`src/rtl/range_logger_pkg.sv`:
```
// Shared types and default sizes for the range logger.
package range_logger_pkg;

  localparam int unsigned DEF_WIDTH = 9;
  localparam int unsigned DEF_DEPTH = 4;

  typedef enum logic {
    IDLE  = 1'b0,
    DRAIN = 1'b1
  } logger_state_t;

endpackage

```
`src/rtl/range_log_fifo.sv`:
```
// History storage for range_logger: circular buffer with explicit pointer wrap.
// The caller gates push against full and pop against empty.
module range_log_fifo
  import range_logger_pkg::*;
#(
  parameter int unsigned WIDTH = DEF_WIDTH,
  parameter int unsigned DEPTH = DEF_DEPTH
) (
  input  logic                       clock,
  input  logic                       reset,
  input  logic                       push,
  input  logic                       pop,
  input  logic [WIDTH-1:0]           wr_data,
  output logic [WIDTH-1:0]           rd_word,
  output logic [$clog2(DEPTH+1)-1:0] count,
  output logic                       full,
  output logic                       empty
);

  localparam int unsigned PW = (DEPTH > 1) ? $clog2(DEPTH) : 1;
  localparam int unsigned CW = $clog2(DEPTH + 1);

  logic [WIDTH-1:0] mem [DEPTH];
  logic [PW-1:0]    wr_ptr;
  logic [PW-1:0]    rd_ptr;

  // Storage carries no reset; a zero count makes stale entries unreachable.
  always_ff @(posedge clock) begin
    if (push) mem[wr_ptr] <= wr_data;
  end

  always_ff @(posedge clock or posedge reset) begin
    if (reset) begin
      wr_ptr <= '0;
      rd_ptr <= '0;
      count  <= '0;
    end else begin
      if (push) wr_ptr <= (wr_ptr == PW'(DEPTH - 1)) ? '0 : wr_ptr + PW'(1);
      if (pop)  rd_ptr <= (rd_ptr == PW'(DEPTH - 1)) ? '0 : rd_ptr + PW'(1);
      case ({push, pop})
        2'b10:   count <= count + CW'(1);
        2'b01:   count <= count - CW'(1);
        default: count <= count;
      endcase
    end
  end

  assign rd_word = mem[rd_ptr];
  assign full    = (count == CW'(DEPTH));
  assign empty   = (count == '0);

endmodule

```
`src/rtl/range_logger.sv`:
```
// Range result history: FIFO capture, host pop/dump, sticky overflow.
// Define RANGE_LOGGER_MAX_EN to track the largest accepted range in max_range.
module range_logger
  import range_logger_pkg::*;
#(
  parameter int unsigned WIDTH = DEF_WIDTH,
  parameter int unsigned DEPTH = DEF_DEPTH
) (
  input  logic                       clock,
  input  logic                       reset,
  input  logic [WIDTH-1:0]           range_in,
  input  logic                       range_valid,
  input  logic                       rd_en,
  input  logic                       dump,
  input  logic                       clr_ovf,
  output logic [WIDTH-1:0]           rd_data,
  output logic                       rd_valid,
  output logic [$clog2(DEPTH+1)-1:0] count,
  output logic                       full,
  output logic                       empty,
  output logic                       overflow,
  output logic [WIDTH-1:0]           max_range
);

  localparam int unsigned CW = $clog2(DEPTH + 1);

  logger_state_t    state_q, state_d;
  logic             pop, push, drop;
  logic [WIDTH-1:0] rd_word;

  // A dump starting from IDLE pops in the same cycle it is seen.
  assign pop  = (((state_q == IDLE) && (rd_en || dump)) || (state_q == DRAIN)) && !empty;
  assign push = range_valid && (!full || pop);
  assign drop = range_valid && full && !pop;

  range_log_fifo #(
    .WIDTH (WIDTH),
    .DEPTH (DEPTH)
  ) u_fifo (
    .clock   (clock),
    .reset   (reset),
    .push    (push),
    .pop     (pop),
    .wr_data (range_in),
    .rd_word (rd_word),
    .count   (count),
    .full    (full),
    .empty   (empty)
  );

  always_comb begin
    state_d = state_q;
    unique case (state_q)
      IDLE: if (dump && !empty) state_d = DRAIN;
      DRAIN: begin
        if (empty || (pop && !push && count == CW'(1))) state_d = IDLE;
      end
      default: state_d = IDLE;
    endcase
  end

  always_ff @(posedge clock or posedge reset) begin
    if (reset) begin
      state_q  <= IDLE;
      rd_data  <= '0;
      rd_valid <= 1'b0;
      overflow <= 1'b0;
    end else begin
      state_q  <= state_d;
      rd_valid <= pop;
      if (pop) rd_data <= rd_word;
      // A drop outranks a simultaneous clear so no loss goes unreported.
      if (drop)         overflow <= 1'b1;
      else if (clr_ovf) overflow <= 1'b0;
    end
  end

`ifdef RANGE_LOGGER_MAX_EN
  always_ff @(posedge clock or posedge reset) begin
    if (reset) begin
      max_range <= '0;
    end else if (push && (range_in > max_range)) begin
      max_range <= range_in;
    end
  end
`else
  assign max_range = '0;
`endif

endmodule

```
`config.mk`:
```
export PLATFORM = sky130hd
export DESIGN_NAME = range_logger
export DESIGN_NICKNAME = d
export VERILOG_FILES = /design/src/rtl/range_logger_pkg.sv /design/src/rtl/range_log_fifo.sv /design/src/rtl/range_logger.sv
export SDC_FILE = /design/constraint.sdc
export NUM_CORES = 1
export LEC_CHECK = 0
export ABC_AREA = 1
export BUFFER_PORTS_ARGS = -buffer_cell sky130_fd_sc_hd__buf_2
export CORE_ASPECT_RATIO = 2
export CORE_MARGIN = 3
export CORE_UTILIZATION = 30
export DETAILED_ROUTE_END_ITERATION = 8
export PLACE_DENSITY = 0.53
export SYNTH_ARGS = -nofsm -noshare
export SYNTH_HDL_FRONTEND = slang
export SYNTH_SLANG_ARGS = --single-unit
```
`constraint.sdc`:
```
create_clock -name clock -period 2.9 [get_ports clock]
set_input_delay 0.29 -clock clock [delete_from_list [all_inputs] [get_ports clock]]
set_output_delay 0.29 -clock clock [all_outputs]
set_load 0.01 [all_outputs]
```
==> results of run 1 <==
[how the worst max path moves through the flow]
stage | end | slack, ns | start
after floorplan | u_fifo.count[2] | 0.90 | u_fifo.count[0]
after global placement | u_fifo.mem[3][0] | 0.94 | u_fifo.count[0]
after detailed placement | u_fifo.mem[0][8] | 0.82 | u_fifo.count[0]
after CTS | u_fifo.mem[0][6] | 0.80 | u_fifo.count[0]
after global routing | u_fifo.mem[3][7] | 0.69 | u_fifo.count[0]
final | u_fifo.mem[0][6] | 0.86 | u_fifo.count[0]
[cells by family after synthesis]
family,share of synthesized area [%]
AOI/OAI and AO/OA,1.80
xor gates and xnor gates,0.682
adders and majority gates,4.87
buffers and inverters,12.3
DFF,60.6
other,0.146
and+or+nand+nor,19.6
[layer usage]
metal | share of wire, % | wire [µm] | vias up | GRT usage, %
li1 | - | - | 858 | -
met1 | 39 | 1770 | 720 | 10.5
met2 | 55 | 2510 | 35 | 18.3
met3 | 4.7 | 216 | 5 | 2.65
met4 | 2.1 | 96 | 0 | 4.71
met5 | 0 | 0 | - | 0
[synth_stat cells]
| master | n | area share (%) |
|---|---|---|
| conb_1 | 1 | 0.15 |
| buf_6 | 1 | 0.44 |
| inv_1 | 54 | 7.9 |
| clkinv_1 | 1 | 0.15 |
| nand2_4 | 1 | 0.44 |
| o21ai_2 | 1 | 0.34 |
| nor2_2 | 2 | 0.49 |
| edfxtp_1 | 36 | 42 |
| dfrtp_1 | 19 | 19 |
| buf_2 | 1 | 0.19 |
| nor2_1 | 7 | 1.0 |
| nand3_1 | 22 | 4.3 |
| nand4_1 | 1 | 0.24 |
| nor3_1 | 1 | 0.19 |
| buf_4 | 12 | 3.5 |
| nand2_1 | 84 | 12 |
| nand3_2 | 1 | 0.39 |
| o21ai_0 | 3 | 0.58 |
| ha_1 | 10 | 4.9 |
| inv_2 | 1 | 0.15 |
| xnor2_1 | 2 | 0.68 |
| or2_2 | 1 | 0.24 |
| o22ai_1 | 1 | 0.24 |
| a21oi_4 | 1 | 0.63 |
[area by class of cell]
| class | instances | area, µm² | share of cell area (%) |
|---|---|---|---|
| well taps | 98 | 123 | 4.19 |
| multi-input cells | 147 | 726 | 24.8 |
| clock inverters | 3 | 28.8 | 0.983 |
| repair buffers | 31 | 158 | 5.39 |
| inverters | 56 | 210 | 7.18 |
| clock buffers | 5 | 125 | 4.28 |
| flip-flops and latches | 55 | 1560 | 53.2 |
[power by group through the flow]
stage	clock (µW)	combinational (µW)	sequential [µW]
after global placement	0	985	1260
after global routing	676	1120	1280
after detailed placement	0	997	1270
final	617	965	1250
after CTS	641	1000	1250
after floorplan	0	740	1230
[metrics by stage]
step	power [µW]	area, µm²	instances
after detailed placement	2270	2770	387
after global placement	2250	2770	387
after CTS	2890	2930	395
final	2830	2930	395
after global routing	3080	2930	395
after floorplan	1970	2600	272
[registers in the layout, summed over array words and instances (netlist names)]
name / count
overflow: 1
rd_data: 9
rd_valid: 1
state_q: 1
u_fifo.count: 3
u_fifo.mem: 36
u_fifo.rd_ptr: 2
u_fifo.wr_ptr: 2
==> impl_results.md, run 1 <==
* Pre-CTS setup slack at 0.822 ns
* Routability congestion estimate at 0.714
* Cell variety after synth at 24
* Final TNS setup at 0 ns
* Part of the power in registers at 44.1%
* First-pass GRT wire length at 7.52 mm
* Switching Fraction at 37.6%
* Setup CP Type: reg -> reg
* Outcome: finished clean
* Iteration-0 DRC count of the detailed router at 53
* Fin worst setup slack at 0.857 ns
* WP buf/inv at 2
* Via count at 1618
* Commonest non-fill, non-tap cell in the layout: nand2_1
* Power per Cell Area at 967 mW/mm²
* Fin crit period at 2.04 ns
* Row count at 47
* CTS sink cnt at 55
* Filler instances at 839
* Number of diodes at 0
* Family with the most delay on the worst path: simple AND/OR/NAND/NOR gates
* RSZ-0062 raised after global routing: false
* Fraction of layout cells with a size suffix above 1 at 15.8%
* CTS buffer count at 5
* Worst-margin pin slew at 0.762 ns
* Number of H-tree levels at 2
* WL/cell at 11.6 µm
* Internal at 1770 µW
* Max-cap violations at 0
* Worst Path Required at 2.82 ns
* Final Util at 35.3%
* Die W at 71.4 µm
* Clock buffer depth at 2
* Max rail drop VDD at 0.297 mV
* Via density at 4.10
* Worst skew pair latency at 0.30 ns
* # DRC at 0
* Post-DP HPWL at 3.61 mm
* Crit-path cells: inv_1, ha_1, nand2_1, inv_1, nand3_2, nand2_4, nor2_1
* Post-route ant nets at 0
* NetSw at 1060 µW
* CP Launch Type: flop
* Max-Slew Margin vs Limit at 49.0%
* Routed WL at 4.60 mm
* All-Layer GR Usage at 10.1%
* Clk pwr share at 21.8%
* Crit path depth at 7
* CP Capture Type: flop
* Tcrit/Tclk final at 70.4%
* Top Ports at 40
* TritonCTS clock tree: done
* Hold bufs inserted after CTS at 0
* Final Hold Violating Endpoints at 0
* Reg-to-Reg Start: u_fifo.count[0]
* Worst min-delay path category: in -> async
* Initial antenna violation count at 0
* Reg2Reg Setup Slack at 0.86 ns
* Total grt overflow at 0
* FMAX at 490 MHz
* Max incr delay on CP at 0.59 ns
* Die area at 0.00978 mm²
* Final number of setup-violating endpoints at 0
* Synthesized area at 0.00257 mm²
* Post-cts gate resize count at 0
* Area delta synth->final at 13.9%
* Syn Inst Count at 264
* Post-layout net count at 321
* Reg2reg end: u_fifo.mem[0][6]
* Clock Pin Slew Worst Setup and Hold Paths at 0.07 ns
* Largest fanout on the critical path at 9
* Post-synthesis sequential element count at 55
* Max-slew violation count at 0
* Initial core utilization at 31.0%
* Most frequent cells in the layout: nand2_1 (84), inv_1 (54), edfxtp_1 (36), buf_2 (30), nand3_1 (22)
* Post-CTS setup buffer count at 0
* Critical Path Slowest Stage Cell: nor2_1
* Synth warn at 0
* Final hold slack at 0.106 ns
* CORE AREA at 0.00829 mm²
* WP data arrival at 1.96 ns
* Syn Area/Cell at 9.73 µm²
* Sequential share of the synthesized area at 60.6%
* Largest net degree at the start of global routing at 22
* Final clock skew at 0.0101 ns
* Leak at 0.00145 µW
* Drt first pass iters at 4
* Reg2reg path depth at 7
* Cell repeated most along the worst path: inv_1
* Die Y at 137 µm
* Root Driver: clkbuf_16
* Vias in the first global route at 1546
* Combinational fraction of design power at 34.1%
* Port bufs at 30
(Power assumes the default switching activity.)
==> run 2: changes to the inputs <==
==> constraint.sdc (replaced) <==
create_clock -name clock -period 1.9 [get_ports clock]
set_input_delay 0.19 -clock clock [delete_from_list [all_inputs] [get_ports clock]]
set_output_delay 0.19 -clock clock [all_outputs]
set_load 0.01 [all_outputs]
==> impl_results.md, run 2 (synthesis results as in run 1) <==
* Fin crit period at 1.74 ns (was 2.04 ns)
* Clock buffer depth at 2 (unchanged)
* Commonest non-fill, non-tap cell in the layout: nand2_1 (unchanged)
* Filler instances at 848 (was 839)
* Iteration-0 DRC count of the detailed router at 57 (was 53)
* Routability congestion estimate at 0.801 (was 0.714)
* Final hold slack at 0.0807 ns (was 0.106 ns)
* CTS sink cnt at 55 (unchanged)
* Hold Crit Depth at 2
* Initial core utilization at 31.0% (unchanged)
* Via density at 4.25 (was 4.10)
* WP data arrival at 1.93 ns (was 1.96 ns)
* Reg2reg path depth at 11 (was 7)
* WL/cell at 11.9 µm (was 11.6 µm)
* Outcome: finished clean (unchanged)
* Reg2Reg Setup Slack at 0.16 ns (was 0.86 ns)
* Number of diodes at 0 (unchanged)
* Final TNS setup at 0 ns (unchanged)
* Max rail drop VDD at 0.448 mV (was 0.297 mV)
* Max-cap violations at 0 (unchanged)
* Drt first pass iters at 4 (unchanged)
* # DRC at 0 (unchanged)
* CP Capture Type: flop (unchanged)
* Worst-margin pin slew at 0.532 ns (was 0.762 ns)
* NetSw at 1670 µW (was 1060 µW)
* Largest net degree at the start of global routing at 20 (was 22)
* Routed WL at 4.84 mm (was 4.60 mm)
* Number of H-tree levels at 2 (unchanged)
* CP Launch Type: flop (unchanged)
* Final clock skew at 0.00577 ns (was 0.0101 ns)
* Reg-to-Reg Start: u_fifo.count[1] (was u_fifo.count[0])
* Max-slew violation count at 0 (unchanged)
* Hold endpoint: overflow
* Pre-CTS setup slack at 0.132 ns (was 0.822 ns)
* Post-route ant nets at 0 (unchanged)
* Post-DP HPWL at 3.60 mm (was 3.61 mm)
* Row count at 47 (unchanged)
* Setup CP Type: reg -> reg (unchanged)
* Fin worst setup slack at 0.157 ns (was 0.857 ns)
* Via count at 1725 (was 1618)
* Placed cell count at 396 (was 387)
* Post-layout net count at 332 (was 321)
* Biggest regs: u_fifo.mem: 36 flops, rd_data: 9 flops, u_fifo.count: 3 flops (unchanged)
* Die Y at 137 µm (unchanged)
* Tcrit/Tclk final at 91.7% (was 70.4%)
* Reg2reg end: u_fifo.count[2] (was u_fifo.mem[0][6])
* CTS buffer count at 5 (unchanged)
* Leak at 0.00149 µW (was 0.00145 µW)
* TritonCTS clock tree: done (unchanged)
* Most frequent cells in the layout: nand2_1 (84), inv_1 (52), edfxtp_1 (36), buf_2 (30), nand3_1 (22) (was nand2_1 (84), inv_1 (54), edfxtp_1 (36), buf_2 (30), nand3_1 (22))
* Clk pwr share at 19.9% (was 21.8%)
* Largest fanout on the critical path at 4 (was 9)
* First-pass GRT wire length at 7.79 mm (was 7.52 mm)
* Worst Path Required at 2.09 ns (was 2.82 ns)
* All-Layer GR Usage at 10.5% (was 10.1%)
* Largest register FFs at 36 (unchanged)
* Internal at 2810 µW (was 1770 µW)
* Die W at 71.4 µm (unchanged)
* Max-Slew Margin vs Limit at 64.5% (was 49.0%)
* Vias in the first global route at 1671 (was 1546)
* Total grt overflow at 0 (unchanged)
* Finished Layout Cells at 406 (was 395)
* Register bank with the most flops: u_fifo.mem (unchanged)
* Root Driver: clkbuf_16 (unchanged)
* Part of the power in registers at 40.6% (was 44.1%)
* Fraction of layout cells with a size suffix above 1 at 19.8% (was 15.8%)
* Power per Cell Area at 1480 mW/mm² (was 967 mW/mm²)
* Switching Fraction at 37.3% (was 37.6%)
* Combinational fraction of design power at 39.5% (was 34.1%)
* Initial antenna violation count at 0 (unchanged)
* Final Hold Violating Endpoints at 0 (unchanged)
* Final number of setup-violating endpoints at 0 (unchanged)
* Pwr Total at 4470 µW (was 2830 µW)
* Port bufs at 30 (unchanged)
* CORE AREA at 0.00829 mm² (unchanged)
* FMAX at 574 MHz (was 490 MHz)
* HP Start: clr_ovf
* Die area at 0.00978 mm² (unchanged)
* Clock Pin Slew Worst Setup and Hold Paths at 0.07 ns (about the same)
* Top Ports at 40 (unchanged)
* Worst min-delay path category: in -> reg (was in -> async)
* Area delta synth->final at 17.9% (was 13.9%)
* Worst skew pair latency at 0.29 ns (was 0.30 ns)
==> run 2: metrics by stage <==
step	instance area (µm²)	utilization [%]
2_1_floorplan	2610	-
3_3_place_gp	2850	34.4
3_5_place_dp	2850	34.4
4_1_cts	3000	36.2
5_1_grt	3030	36.5
6_report	3030	36.5
==> run 2: worst max path at each step <==
stage | end | from | cells past startpoint | slack (ns)
after floorplan | u_fifo.count[2] | u_fifo.count[0] | 12 | 0.006
after global placement | u_fifo.count[2] | u_fifo.count[1] | 12 | 0.16
after detailed placement | u_fifo.count[2] | u_fifo.count[1] | 12 | 0.13
after CTS | u_fifo.count[2] | u_fifo.count[1] | 12 | 0.08
after global routing | u_fifo.count[2] | u_fifo.count[1] | 12 | -0.003
final | u_fifo.count[2] | u_fifo.count[1] | 11 | 0.16
==> run 2: routing by layer <==
metal,vias up,global-route usage [%],wire length [µm]
met2,43,19.3,2590
met5,-,0,0
met1,797,10.3,1840
met3,8,2.79,288
met4,0,5.96,123
li1,877,-,-
==> run 2: timing repair <==
| action | CTS | global route |
|---|---|---|
| setup buffers | 0 | 1 |
| hold endpoints to repair | 12 | 0 |
| hold buffers | 1 | 0 |
| gates resized for setup | 0 | 3 |
| setup endpoints to repair | 0 | 1 |
==> run 2: worst max-delay path, cell delays in order, from the launching register on <==
cell	delay (ns)
dfrtp_1	0.41
inv_2	0.08
ha_2	0.17
inv_1	0.08
nor2_4	0.15
a21oi_4	0.06
ha_4	0.19
or2_2	0.30
nand3_1	0.07
nand2_1	0.05
nand2_1	0.05
inv_1	0.04
==> run 2: power groups by stage <==
stage / clock, µW / sequential, µW / combinational (µW)
after CTS: 925 / 1820 / 1780
after global placement: 0 / 1840 / 1740
after floorplan: 0 / 1890 / 1140
after global routing: 955 / 1850 / 2040
after detailed placement: 0 / 1840 / 1760
final: 892 / 1820 / 1770
==> run 2: final cells by class <==
class | count | area (µm²) | share of cell area, %
flip-flops and latches | 55 | 1560 | 51.4
multi-input cells | 147 | 753 | 24.9
repair buffers | 42 | 243 | 8.02
inverters | 56 | 210 | 6.94
clock buffers | 6 | 129 | 4.26
well taps | 98 | 123 | 4.05
clock inverters | 2 | 12.5 | 0.413
==> run 3: changes to the inputs <==
--- a/config.mk
+++ b/config.mk
@@ -11,7 +11,9 @@
 export CORE_MARGIN = 3
 export CORE_UTILIZATION = 30
 export DETAILED_ROUTE_END_ITERATION = 8
+export MAX_ROUTING_LAYER = met4
 export PLACE_DENSITY = 0.53
+export SKIP_CTS_REPAIR_TIMING = 1
 export SYNTH_ARGS = -nofsm -noshare
 export SYNTH_HDL_FRONTEND = slang
 export SYNTH_SLANG_ARGS = --single-unit
==> constraint.sdc (replaced) <==
create_clock -name clock -period 1.9 [get_ports clock]
set_input_delay 0.19 -clock clock [delete_from_list [all_inputs] [get_ports clock]]
set_output_delay 0.19 -clock clock [all_outputs]
set_load 0.05 [all_outputs]
==> impl_results.md, run 3 (synthesis results as in run 1) <==
* Outcome: finished clean (unchanged)
* Post-layout net count at 330 (was 332)
* Register bank with the most flops: u_fifo.mem (unchanged)
* WP data arrival at 1.92 ns (was 1.93 ns)
* Post-DP HPWL at 3.61 mm (was 3.60 mm)
* Worst min-delay path category: in -> reg (unchanged)
* FMAX at 577 MHz (was 574 MHz)
* Total grt overflow at 0 (unchanged)
* Critical Path Slowest Stage Cell: dfrtp_2 (was dfrtp_1)
* Power per Cell Area at 1690 mW/mm² (was 1480 mW/mm²)
* Placed cell count at 395 (was 396)
* Row count at 47 (unchanged)
* Finished Layout Cells at 404 (was 406)
* Most frequent cells in the layout: nand2_1 (83), inv_1 (50), edfxtp_1 (36), buf_2 (30), nand3_1 (21) (was nand2_1 (84), inv_1 (52), edfxtp_1 (36), buf_2 (30), nand3_1 (22))
* Root Driver: clkbuf_16 (unchanged)
* CTS buffer count at 5 (unchanged)
* Via density at 4.20 (was 4.25)
* Die Y at 137 µm (unchanged)
* Tcrit/Tclk final at 91.1% (was 91.7%)
* All-Layer GR Usage at 10.9% (was 10.5%)
* Max rail drop VDD at 0.465 mV (was 0.448 mV)
* Number of H-tree levels at 2 (unchanged)
* Max-cap violations at 0 (unchanged)
* Iteration-0 DRC count of the detailed router at 69 (was 57)
* TritonCTS clock tree: done (unchanged)
* CP Launch Type: flop (unchanged)
* Clock buffer depth at 2 (unchanged)
* Commonest non-fill, non-tap cell in the layout: nand2_1 (unchanged)
* Clock Pin Slew Worst Setup and Hold Paths at 0.07 ns (about the same)
* Max incr delay on CP at 0.41 ns (about the same)
* Leak at 0.00149 µW (about the same)
* First-pass GRT wire length at 7.85 mm (was 7.79 mm)
* Biggest regs: u_fifo.mem: 36 flops, rd_data: 9 flops, u_fifo.count: 3 flops (unchanged)
* Largest fanout on the critical path at 7 (was 4)
* # DRC at 0 (unchanged)
* Largest net degree at the start of global routing at 20 (unchanged)
* Via count at 1696 (was 1725)
* Fin crit period at 1.73 ns (was 1.74 ns)
* Routability congestion estimate at 0.720 (was 0.801)
* Worst skew pair latency at 0.29 ns (about the same)
* Die area at 0.00978 mm² (unchanged)
* CORE AREA at 0.00829 mm² (unchanged)
* Vias in the first global route at 1661 (was 1671)
* Final clock skew at 0.00529 ns (was 0.00577 ns)
* RSZ-0062 raised after global routing: false
* Initial antenna violation count at 0 (unchanged)
* Number of diodes at 0 (unchanged)
* Final number of setup-violating endpoints at 0 (unchanged)
* Post-route ant nets at 0 (unchanged)
* Top Ports at 40 (unchanged)
* Worst Path Required at 2.09 ns (about the same)
* CTS sink cnt at 55 (unchanged)
* Drt first pass iters at 3 (was 4)
* Largest register FFs at 36 (unchanged)
* Crit-path cells: inv_2, ha_4, nand2_2, clkinvlp_4, nand3_4, nand2_4, ha_4, or2_4, nand3_2, nand2_1, nand2_1, inv_1 (was inv_2, ha_2, inv_1, nor2_4, a21oi_4, ha_4, or2_2, nand3_1, nand2_1, nand2_1, inv_1)
* Fraction of layout cells with a size suffix above 1 at 22.5% (was 19.8%)
* CP Capture Type: flop (unchanged)
* Port bufs at 30 (unchanged)
* Max-slew violation count at 0 (unchanged)
* Area delta synth->final at 19.8% (was 17.9%)
* WL/cell at 11.9 µm (about the same)
* Routed WL at 4.82 mm (was 4.84 mm)
* Setup CP Type: reg -> reg (unchanged)
* Die W at 71.4 µm (unchanged)
* Final Hold Violating Endpoints at 0 (unchanged)
* Pwr Total at 5190 µW (was 4470 µW)
* Initial core utilization at 31.0% (unchanged)
==> run 3: cell types whose count changed in the layout (fill, tap and decap cells not counted), moves of 2 or more <==
cell / delta
nor2_2: +4
nor2_1: -4
buf_4: -2
inv_1: -2
==> run 3: stage by stage <==
stage | worst slack (ns) | hold slack, ns | util [%] | TNS (ns) | cell area, µm²
6_report | 0.168 | 0.0981 | 37.1 | 0 | 3080
5_1_grt | 0.0457 | 0.102 | 37.1 | 0 | 3080
4_1_cts | 0.149 | -0.0840 | 37.0 | 0 | 3070
3_5_place_dp | 0.167 | 0.231 | 34.9 | 0 | 2900
3_3_place_gp | 0.216 | 0.225 | 34.9 | 0 | 2900
2_1_floorplan | -0.231 | 0.141 | - | -6.83 | 2660
==> run 3: layout make-up <==
cell class / count / area, µm²
flip-flops and latches: 55 / 1560
multi-input cells: 147 / 783
fillers: 835 / 5210
clock buffers: 5 / 125
clock inverters: 3 / 46.3
inverters: 56 / 214
well taps: 98 / 123
repair buffers: 40 / 228
==> run 3: final timing paths <==
check,startpoint,endpoint,slack (ns),cells after the start
hold / removal,clr_ovf,overflow,0.1,2
setup reg to reg,u_fifo.count[0],u_fifo.count[2],0.17,12
setup / recovery,u_fifo.count[0],u_fifo.count[2],0.17,12
min in group asynchronous,reset,u_fifo.wr_ptr[0],0.46,4
max in group asynchronous,reset,u_fifo.count[0],1.21,4
hold reg to reg,rd_data[0],rd_data[0],0.48,2
==> run 3: where the power goes <==
part | switching [µW] | internal (µW)
clock network | 412 | 626
registers | 193 | 1640
logic | 1620 | 697
==> run 3: worst max-delay path: cells and delay by family, from the launching register on <==
family / cells / cell delay, ns
buffers and inverters: 3 / 0.20
DFF: 1 / 0.41
adders and majority gates: 2 / 0.35
and+or+nand+nor: 7 / 0.66
==> run 3: routing by layer <==
layer | track usage (%) | vias up | routed length, µm
li1 | - | 876 | -
met5 | - | - | 0
met3 | 1.76 | 6 | 185
met2 | 20.2 | 33 | 2700
met4 | 5.23 | 0 | 102
met1 | 10.8 | 781 | 1840
